--- src/rtl/waveform_capture_uploader_pkg.sv ---
// Shared opcodes, header layout constants, FSM states and the sample encoder used by the
// waveform capture/upload path.
package waveform_capture_uploader_pkg;

    localparam logic [7:0]  CMD_WAVE_UPLOAD = 8'hFD;
    localparam logic [7:0]  CMD_WAVE_LOAD   = 8'hFC;
    localparam int unsigned WAVE_HDR_LEN    = 7;
    localparam int unsigned FLAG_CH_BIT     = 3;

    typedef enum logic [2:0] {
        StIdle,
        StRecv,
        StParse,
        StCapture,
        StHdr,
        StDataLo,
        StDataHi
    } upl_state_e;

    // Signed two's complement to offset binary; inverse of the 0xFC load decode.
    function automatic logic [13:0] wave_encode(input logic [13:0] sample);
        return sample ^ 14'h2000;
    endfunction

endpackage

--- src/rtl/wave_capture_ram.sv ---
// Simple dual-port capture buffer: synchronous write, registered read (1-cycle latency).
module wave_capture_ram #(
    parameter int unsigned DEPTH = 256,
    parameter int unsigned WIDTH = 14,
    localparam int unsigned AW   = $clog2(DEPTH)
) (
    input  logic             clk,
    input  logic             we,
    input  logic [AW-1:0]    wr_addr,
    input  logic [WIDTH-1:0] wr_data,
    input  logic [AW-1:0]    rd_addr,
    output logic [WIDTH-1:0] rd_data
);

    logic [WIDTH-1:0] mem [DEPTH];

    always_ff @(posedge clk) begin
        if (we) begin
            mem[wr_addr] <= wr_data;
        end
        rd_data <= mem[rd_addr];
    end

endmodule

--- src/rtl/waveform_capture_uploader.sv ---
// Command 0xFD: capture N decimated samples from channel A/B, then stream them upstream as a
// 7-byte header followed by little-endian offset-binary samples.
module waveform_capture_uploader
    import waveform_capture_uploader_pkg::*;
#(
    parameter int unsigned DEPTH      = 256,
    parameter int unsigned SAMPLE_W   = 14,
    parameter logic [7:0]  UPLOAD_SRC = 8'hFD
) (
    input  logic                clk,
    input  logic                rst,
    input  logic [7:0]          cmd_type,
    input  logic [7:0]          cmd_data,
    input  logic [15:0]         cmd_data_index,
    input  logic                cmd_start,
    input  logic                cmd_data_valid,
    input  logic                cmd_done,
    output logic                cmd_ready,
    input  logic [SAMPLE_W-1:0] sample_a,
    input  logic [SAMPLE_W-1:0] sample_b,
    input  logic                sample_valid,
    output logic                upload_req,
    output logic [7:0]          upload_source,
    output logic [7:0]          upload_data,
    output logic                upload_valid,
    input  logic                upload_ready,
    output logic                busy
);

    localparam int unsigned AW = $clog2(DEPTH);
    localparam int unsigned CW = AW + 1;

    upl_state_e    state_q, state_d;
    logic [7:0]    flags_q, flags_d;
    logic [15:0]   len_q, len_d;
    logic [31:0]   decim_q, decim_d;
    logic [31:0]   dec_cnt_q, dec_cnt_d;
    logic [CW-1:0] n_q, n_d;
    logic [CW-1:0] wr_cnt_q, wr_cnt_d;
    logic [CW-1:0] smp_cnt_q, smp_cnt_d;
    logic [AW-1:0] wr_addr_q, wr_addr_d;
    logic [AW-1:0] rd_addr_q, rd_addr_d;
    logic [2:0]    hdr_idx_q, hdr_idx_d;

    logic                ram_we;
    logic [SAMPLE_W-1:0] ram_wdata, ram_rdata;
    logic [13:0]         enc;
    logic [CW-1:0]       n_calc;
    logic [15:0]         n_ext;
    logic [7:0]          hdr_byte;

    assign ram_wdata = flags_q[FLAG_CH_BIT] ? sample_b : sample_a;
    assign enc       = wave_encode(ram_rdata);
    assign n_calc    = (32'(len_q) > DEPTH) ? CW'(DEPTH) : CW'(len_q);
    assign n_ext     = 16'(n_q);

    // The RAM sees the next read address so the byte for a new state is already on rd_data.
    wave_capture_ram #(
        .DEPTH (DEPTH),
        .WIDTH (SAMPLE_W)
    ) u_ram (
        .clk     (clk),
        .we      (ram_we),
        .wr_addr (wr_addr_q),
        .wr_data (ram_wdata),
        .rd_addr (rd_addr_d),
        .rd_data (ram_rdata)
    );

    always_comb begin
        hdr_byte = 8'h00;
        case (hdr_idx_q)
            3'd0:    hdr_byte = flags_q;
            3'd1:    hdr_byte = n_ext[15:8];
            3'd2:    hdr_byte = n_ext[7:0];
            3'd3:    hdr_byte = decim_q[31:24];
            3'd4:    hdr_byte = decim_q[23:16];
            3'd5:    hdr_byte = decim_q[15:8];
            3'd6:    hdr_byte = decim_q[7:0];
            default: hdr_byte = 8'h00;
        endcase
    end

    always_comb begin
        state_d      = state_q;
        flags_d      = flags_q;
        len_d        = len_q;
        decim_d      = decim_q;
        dec_cnt_d    = dec_cnt_q;
        n_d          = n_q;
        wr_cnt_d     = wr_cnt_q;
        smp_cnt_d    = smp_cnt_q;
        wr_addr_d    = wr_addr_q;
        rd_addr_d    = rd_addr_q;
        hdr_idx_d    = hdr_idx_q;
        ram_we       = 1'b0;
        upload_valid = 1'b0;
        upload_data  = 8'h00;

        unique case (state_q)
            StIdle: begin
                if (cmd_start && cmd_type == CMD_WAVE_UPLOAD) begin
                    state_d = StRecv;
                    flags_d = '0;
                    len_d   = '0;
                    decim_d = '0;
                end
            end
            StRecv: begin
                if (cmd_start && cmd_type == CMD_WAVE_UPLOAD) begin
                    flags_d = '0;
                    len_d   = '0;
                    decim_d = '0;
                end else begin
                    if (cmd_data_valid) begin
                        case (cmd_data_index)
                            16'd0:   flags_d          = cmd_data;
                            16'd1:   len_d[15:8]      = cmd_data;
                            16'd2:   len_d[7:0]       = cmd_data;
                            16'd3:   decim_d[31:24]   = cmd_data;
                            16'd4:   decim_d[23:16]   = cmd_data;
                            16'd5:   decim_d[15:8]    = cmd_data;
                            16'd6:   decim_d[7:0]     = cmd_data;
                            default: ;
                        endcase
                    end
                    if (cmd_done) begin
                        state_d = StParse;
                    end
                end
            end
            StParse: begin
                if (len_q == 16'd0) begin
                    state_d = StIdle;
                end else begin
                    n_d       = n_calc;
                    wr_addr_d = '0;
                    wr_cnt_d  = '0;
                    dec_cnt_d = '0;
                    rd_addr_d = '0;
                    smp_cnt_d = '0;
                    hdr_idx_d = '0;
                    state_d   = StCapture;
                end
            end
            StCapture: begin
                if (sample_valid) begin
                    if (dec_cnt_q == 32'd0) begin
                        ram_we    = 1'b1;
                        wr_addr_d = wr_addr_q + AW'(1);
                        wr_cnt_d  = wr_cnt_q + CW'(1);
                        dec_cnt_d = decim_q;
                        if (wr_cnt_d == n_q) begin
                            state_d = StHdr;
                        end
                    end else begin
                        dec_cnt_d = dec_cnt_q - 32'd1;
                    end
                end
            end
            StHdr: begin
                upload_valid = 1'b1;
                upload_data  = hdr_byte;
                if (upload_ready) begin
                    hdr_idx_d = hdr_idx_q + 3'd1;
                    if (hdr_idx_q == 3'(WAVE_HDR_LEN - 1)) begin
                        state_d = StDataLo;
                    end
                end
            end
            StDataLo: begin
                upload_valid = 1'b1;
                upload_data  = enc[7:0];
                if (upload_ready) begin
                    state_d = StDataHi;
                end
            end
            StDataHi: begin
                upload_valid = 1'b1;
                upload_data  = {2'b00, enc[13:8]};
                if (upload_ready) begin
                    smp_cnt_d = smp_cnt_q + CW'(1);
                    rd_addr_d = rd_addr_q + AW'(1);
                    state_d   = (smp_cnt_q == n_q - CW'(1)) ? StIdle : StDataLo;
                end
            end
            default: state_d = StIdle;
        endcase
    end

    always_ff @(posedge clk or posedge rst) begin
        if (rst) begin
            state_q   <= StIdle;
            flags_q   <= '0;
            len_q     <= '0;
            decim_q   <= '0;
            dec_cnt_q <= '0;
            n_q       <= '0;
            wr_cnt_q  <= '0;
            smp_cnt_q <= '0;
            wr_addr_q <= '0;
            rd_addr_q <= '0;
            hdr_idx_q <= '0;
        end else begin
            state_q   <= state_d;
            flags_q   <= flags_d;
            len_q     <= len_d;
            decim_q   <= decim_d;
            dec_cnt_q <= dec_cnt_d;
            n_q       <= n_d;
            wr_cnt_q  <= wr_cnt_d;
            smp_cnt_q <= smp_cnt_d;
            wr_addr_q <= wr_addr_d;
            rd_addr_q <= rd_addr_d;
            hdr_idx_q <= hdr_idx_d;
        end
    end

    assign upload_req    = (state_q == StHdr) || (state_q == StDataLo) || (state_q == StDataHi);
    assign upload_source = upload_req ? UPLOAD_SRC : 8'h00;
    assign cmd_ready     = (state_q == StIdle) || (state_q == StRecv);
    assign busy          = (state_q != StIdle);

endmodule

--- config.mk ---
export PLATFORM = sky130hd
export DESIGN_NAME = waveform_capture_uploader
export DESIGN_NICKNAME = d
export VERILOG_FILES = /design/src/rtl/waveform_capture_uploader_pkg.sv /design/src/rtl/wave_capture_ram.sv /design/src/rtl/waveform_capture_uploader.sv
export SDC_FILE = /design/constraint.sdc
export NUM_CORES = 2
export LEC_CHECK = 0
export BUFFER_PORTS_ARGS = -buffer_cell sky130_fd_sc_hd__buf_2
export CELL_PAD_IN_SITES_DETAIL_PLACEMENT = 1
export CELL_PAD_IN_SITES_GLOBAL_PLACEMENT = 1
export CORE_ASPECT_RATIO = 0.9
export CORE_UTILIZATION = 30
export CTS_CLUSTER_SIZE = 28
export DETAILED_ROUTE_END_ITERATION = 8
export GPL_TIMING_DRIVEN = 1
export PLACE_DENSITY = 0.5
export SLEW_MARGIN = 20
export SYNTH_ARGS = -nofsm -noshare
export SYNTH_HDL_FRONTEND = slang
export SYNTH_HIERARCHICAL = 1
export SYNTH_SLANG_ARGS = --single-unit
--- constraint.sdc ---
create_clock -name clk -period 8.6 [get_ports clk]
set_input_delay 1.72 -clock clk [delete_from_list [all_inputs] [get_ports clk]]
set_output_delay 1.72 -clock clk [all_outputs]
set_load 0.01 [all_outputs]
---- After elaboration in Yosys (flattened, before gate mapping) ----
Memories as Yosys holds them, arrays and structs flattened. A register that Yosys moved wholly into a read port is not among the register bits.
Cells that the tools add are included.
cells by class
  add/subtract/negate cells ............... 7
  $lt $le $gt $ge ......................... 1
  equal/unequal tests ..................... 40
  mux-type cells .......................... 63
  bitwise gates (word level) .............. 2
  reduce and logical (&&, ||, !) cells .... 28
operators with widths
  kind                     number
  $mux W32                 6
  $mux W8                  16
  $pmux W32 S2             2
  $pmux W8 S7              1
  $eq A16 B3 Y1 const B    3
  $mux W16                 3
  $pmux W8 S2              3
  $mux W9                  5
  $mux W3                  13
  $pmux W9 S2              2
  $eq A16 B2 Y1 const B    2
  $logic_not A16 Y1        2
  $logic_not A32 Y1        1
  $pmux W16 S2             1
  $reduce_and A4 Y1        8
  $sub A32 B1 Y32 const B  1
  $pmux W8 S3              1
  $ne A2 B2 Y1 const B     11
  $ne A3 B2 Y1 const B     7
  $pmux W3 S7              1
  $add A9 B1 Y9 const B    2
  $eq A3 B3 Y1 const B     6
  $eq A9 B9 Y1             2
  $add A8 B1 Y8 const B    2
  other kinds (22)         40
word-level totals
  flip-flop bits (word level) ............. 137
  RAM bits ................................ 3,584
  input bits .............................. 67
  output and inout port bits .............. 20
  logic and storage cells ................. 157
  memories kept ........................... 1
memory list
  name       words  width  read ports  clocked after Yosys merged registers in  wr ports  line                    source
  u_ram.mem  256    14     1           1                                        1         wave_capture_ram.sv:15  logic [WIDTH-1:0] mem [DEPTH];

---- Longest topological paths before layout ----
  word-level depth ........................ 6
  depth in mapped cells ................... 20
  gate-level depth less buffers ........... 12

---- Hierarchy ----
Netlist, hierarchy kept.
by module, submodules not included
  module                     instances  cells an instance  area each (sq um)  sequential area each (sq um)
  wave_capture_ram           1          6,142              138,816.9          107,903.5
  waveform_capture_uploader  1          894                8,179.1            3,428.3

---- Worst setup path after synthesis ----
Ideal clock, no wire load.
  path type ............................... input port to flip-flop
  from .................................... in upload_ready
  to ...................................... reg u_ram.rd_data[7], read port of u_ram.mem
  library setup time ...................... 0.129 ns
  arrival time ............................ 4.544 ns
  data required time ...................... 8.471 ns
  path slack .............................. 3.926 ns
  stages on the path ...................... 14
  path buffers ............................ 6
  path through ............................ clkbuf_1 -> and4b_1 -> clkbuf_1 -> nand2_1 -> xor2_1 -> nor2_1 -> buf_2 -> buf_2 -> clkbuf_1 -> clkbuf_1 -> mux4_2 -> a22o_1 -> a211oi_1 -> nor4_2
between the ends
  longest elaborated chain between the ends .. 2
RTL lines
  item                    line                              source
  start: declaration      waveform_capture_uploader.sv:26   input logic upload_ready,
  $mux W8                 waveform_capture_uploader.sv:181  if (upload_ready) begin
  $pmux W8 S2             waveform_capture_uploader.sv:100  unique case (state_q)
  named net rd_addr_d[2]  waveform_capture_uploader.sv:42   logic [AW-1:0] rd_addr_q, rd_addr_d;
  end: declaration        wave_capture_ram.sv:12            output logic [WIDTH-1:0] rd_data
The timed path passes the listed nets, and every way through them passes these cells.
A chain may end at the register's enable or synchronous reset.

---- Final worst setup path ----
  from .................................... reg len_q[13]
  to ...................................... reg u_ram.rd_data[2], read port of u_ram.mem
between the ends
  longest elaborated chain between the ends .. 3
RTL lines
  item                      line                              source
  start: declaration        waveform_capture_uploader.sv:35   logic [15:0] len_q, len_d;
  start signal: assignment  waveform_capture_uploader.sv:207  len_q <= len_d;
  $logic_not A16 Y1         waveform_capture_uploader.sv:133  if (len_q == 16'd0) begin
  $mux W8                   waveform_capture_uploader.sv:133
  $pmux W8 S2               waveform_capture_uploader.sv:100
  named net rd_addr_d[1]    waveform_capture_uploader.sv:42
The timed path passes the listed nets, and every way through them passes these cells.

==> flow_summary.toml <==
[outcome]
outcome = "finished, final reports clean"

[cells_and_area]
nets = 7635
synthToLayoutAreaGrowth_pct = 16.10
drive_gt1_share_pct = 27.88
fill_cells = 47546

[timing]
rsz0062_at_grt = "false"
max_slew_margin_pct = 16.00
skew_ps = 57.04
worst_pin_slew_ps = 1252
slew_viol_final = 0
whs_ps = 504.7
hold_viol = 0
setup_tns_ps = 0
max_freq_ghz = 0.1472
layout_min_cycle_time_ps = 6793
finalSetupViolCount = 0
post-route-period-util_pct = 78.99

[power_and_ir_drop]
p_leak_nw = 51.87
p_int_w = 0.03098
switching_share_pct = 23.10
p_sw_w = 0.009302
vdd_drop_max_mv = 0.1790
power_frac_seq_pct = 50.7
p_per_area_nw_per_um2 = 236.0
combinationalPowerShare_pct = 5.9
pwr-share-clk_pct = 43.4

[route]
drt_iter0_markers = 7235
drt_wl_total_um = 444400
wirelength_met1_um = 202700
routed.top_layer = "met5"
drcViolationCount = 0
met2_length_um = 207700
wire_per_inst_um = 30.85
vias_per_cell = 5.172
vias = 74505
firstDrtPassIters = 8
dr_wl_met3_um = 25560
postRouteAntennaNets = 0

[synth]
synth_warnings = 6
async_reset_ff_share_pct = 3.668
yosys-top-cells-area = "edfxtp_1, mux4_2, dfrtp_1"
yosysSeqAreaShare_pct = 75.74
syn_area_um2 = 147000
synthCells = 7036
synth_area_per_cell_um2 = 20.89
synthTopCellsByCount = "edfxtp_1, mux4_2, nor2_1"
synth-main-ff-cell = "edfxtp_1"
synth_edf_count = 3584
syn_nets = 7115
yosysUniqueCellTypes = 86
synth_top_area_share_pct = 73.22
ys_ff_latch = 3735
synth_most_common_cell = "edfxtp_1"
yosys.area.top_type = "edfxtp_1"

[cts]
clock_path_buffers = 4
numCtsBuffers = 405
cts.hold.buffers_added = 0
h-tree-depth = 5
cts_root_buffer = "clkbuf_16"
clk_pin_slew_ps = 60
cts_setup_buffers = 0
clkLatencyLatePin_ps = 980
postCtsResizedCells = 0
clock_sinks = 3735
cts_tree = "built"

[placement]
dpl.hpwl_um = 268500
gp_congestion = 0.8004
io_buffer_count = 85

[floorplan]
fp.dieW_um = 739.9
die_h_um = 666.1
coreArea_um2 = 487400
start_util_pct = 30.16
dieArea_um2 = 492800
rows = 243
pin_count = 87

[worst_setup_path]
cp-end-kind = "flop"
crit_type = "flop to flop"
worstSetupStartpointType = "flop"
crit_arrival_ps = 7590
r2r_slack_ps = 1810
slowest_stage = "o2bb2ai_1"
required_ps = 9390
critPathMaxFanout = 42
max_stage_delay_ps = 860
crit_chain = "or4_1 > nor3_1 > a21oi_4 > o21ai_4 > buf_4 > buf_4 > mux4_2 > mux4_2 > nand2_1 > o31ai_2 > o2bb2ai_1 > nor3_1"

[global_route]
grt_pass1_wl_um = 621100
grt.total_usage_pct = 17.65
grt_max_degree = 176
grt_overflow = 0
grt_pass1_vias = 77277
antenna_found_initial = 31

[worst_hold_path]
hold_class = "flop to flop"

[run]
drv_cap = 0
## final timing paths
path | cells after the start | end | from
setup / recovery | 12 | u_ram/rd_data[2] | len_q[13]
hold / removal | 1 | len_q[14] | len_q[14]
setup reg to reg | 12 | u_ram/rd_data[2] | len_q[13]
hold reg to reg | 1 | len_q[14] | len_q[14]
max in group asynchronous | 3 | decim_q[5] | rst
min in group asynchronous | 2 | dec_cnt_q[3] | rst
## cell families (layout without fill, tap and decap cells)
group	Yosys count	count (layout)	share of synthesized area (%)
other	1	9	0.002551
buffers and inverters	443	1313	1.832
adders and majority gates	12	12	0.1021
muxes	1248	1248	15.97
xor gates and xnor gates	34	34	0.2026
DFF	3735	3735	75.74
and+or+nand+nor	850	850	2.776
AOI/OAI and AO/OA	713	713	3.377
## worst max-delay path: cells and delay by family (launching register included)
kind | cells | cell delay, ps
mux | 2 | 930
flops | 1 | 370
buf+inv | 2 | 1330
compound gates | 4 | 2260
simple gates | 4 | 1560
## cell usage in the layout (no fill, tap or decap), drive strengths merged, types with 10 or more instances in the layout
cell         n
edfxtp    3584
mux4       867
buf        537
clkbuf     505
nor2       375
mux2i      296
clkinv     185
dfrtp      137
a21oi      137
nand2      134
o21ai      134
a22oi       96
mux2        85
a211oi      69
o221ai      61
nand3       57
nor3        52
nor2b       47
nor4        47
bufinv      39
a22o        38
o22ai       34
inv         32
a221oi      30
and2        28
nand4       25
xnor2       18
xor2        16
nand2b      16
clkinvlp    15
o21bai      15
o31ai       15
dfxtp       14
a31oi       12
ha          12
or4         12
or3         10
and3        10
or2         10
## power groups by stage
stage	logic, W	registers (W)	clock network [W]
floorplan	0.00149	0.0206	0
global placement	0.00230	0.0208	0
detailed placement	0.00238	0.0208	0
CTS	0.00238	0.0204	0.0179
global route	0.00259	0.0205	0.0185
finish	0.00236	0.0204	0.0175
## flip-flops by register name, summed over array words and instances (netlist names)
register       flops
u_ram/mem       3584
dec_cnt_q         32
flags_q            8
rd_addr_q          8
smp_cnt_q          9
u_ram/rd_data     14
wr_cnt_q           9
wr_addr_q          8
n_q                9
decim_q           32
len_q             16
hdr_idx_q          3
state_q            3
## through the flow
step	area [µm²]	power [W]	worst slack (ps)	utilization (%)	std cells
2_1_floorplan	147000	0.02214	3212	-	7036
3_3_place_gp	157200	0.02311	1250	32.25	13634
3_5_place_dp	157300	0.02319	1516	32.28	13641
4_1_cts	170600	0.04074	1853	35.01	14398
5_1_grt	170600	0.04154	1600	35.01	14400
6_report	170700	0.04028	1807	35.01	14406
## layout make-up
type                    instances  area, µm²  area share (%)
flip-flops and latches       3735     111300           65.24
multi-input cells            2858      33560           19.66
clock buffers                 505      10830           6.346
well taps                    6492       8123           4.760
repair buffers                537       4239           2.484
clock inverters               252       2475           1.450
inverters                      19      78.83         0.04619
diodes                          8      20.02         0.01173
## per-layer routing
metal	vias to the layer above	track usage, %
li1	30542	-
met1	41309	25.70
met2	2180	28.20
met3	470	2.684
met4	4	3.502
met5	-	0
Power figures use the tool's default switching activity.
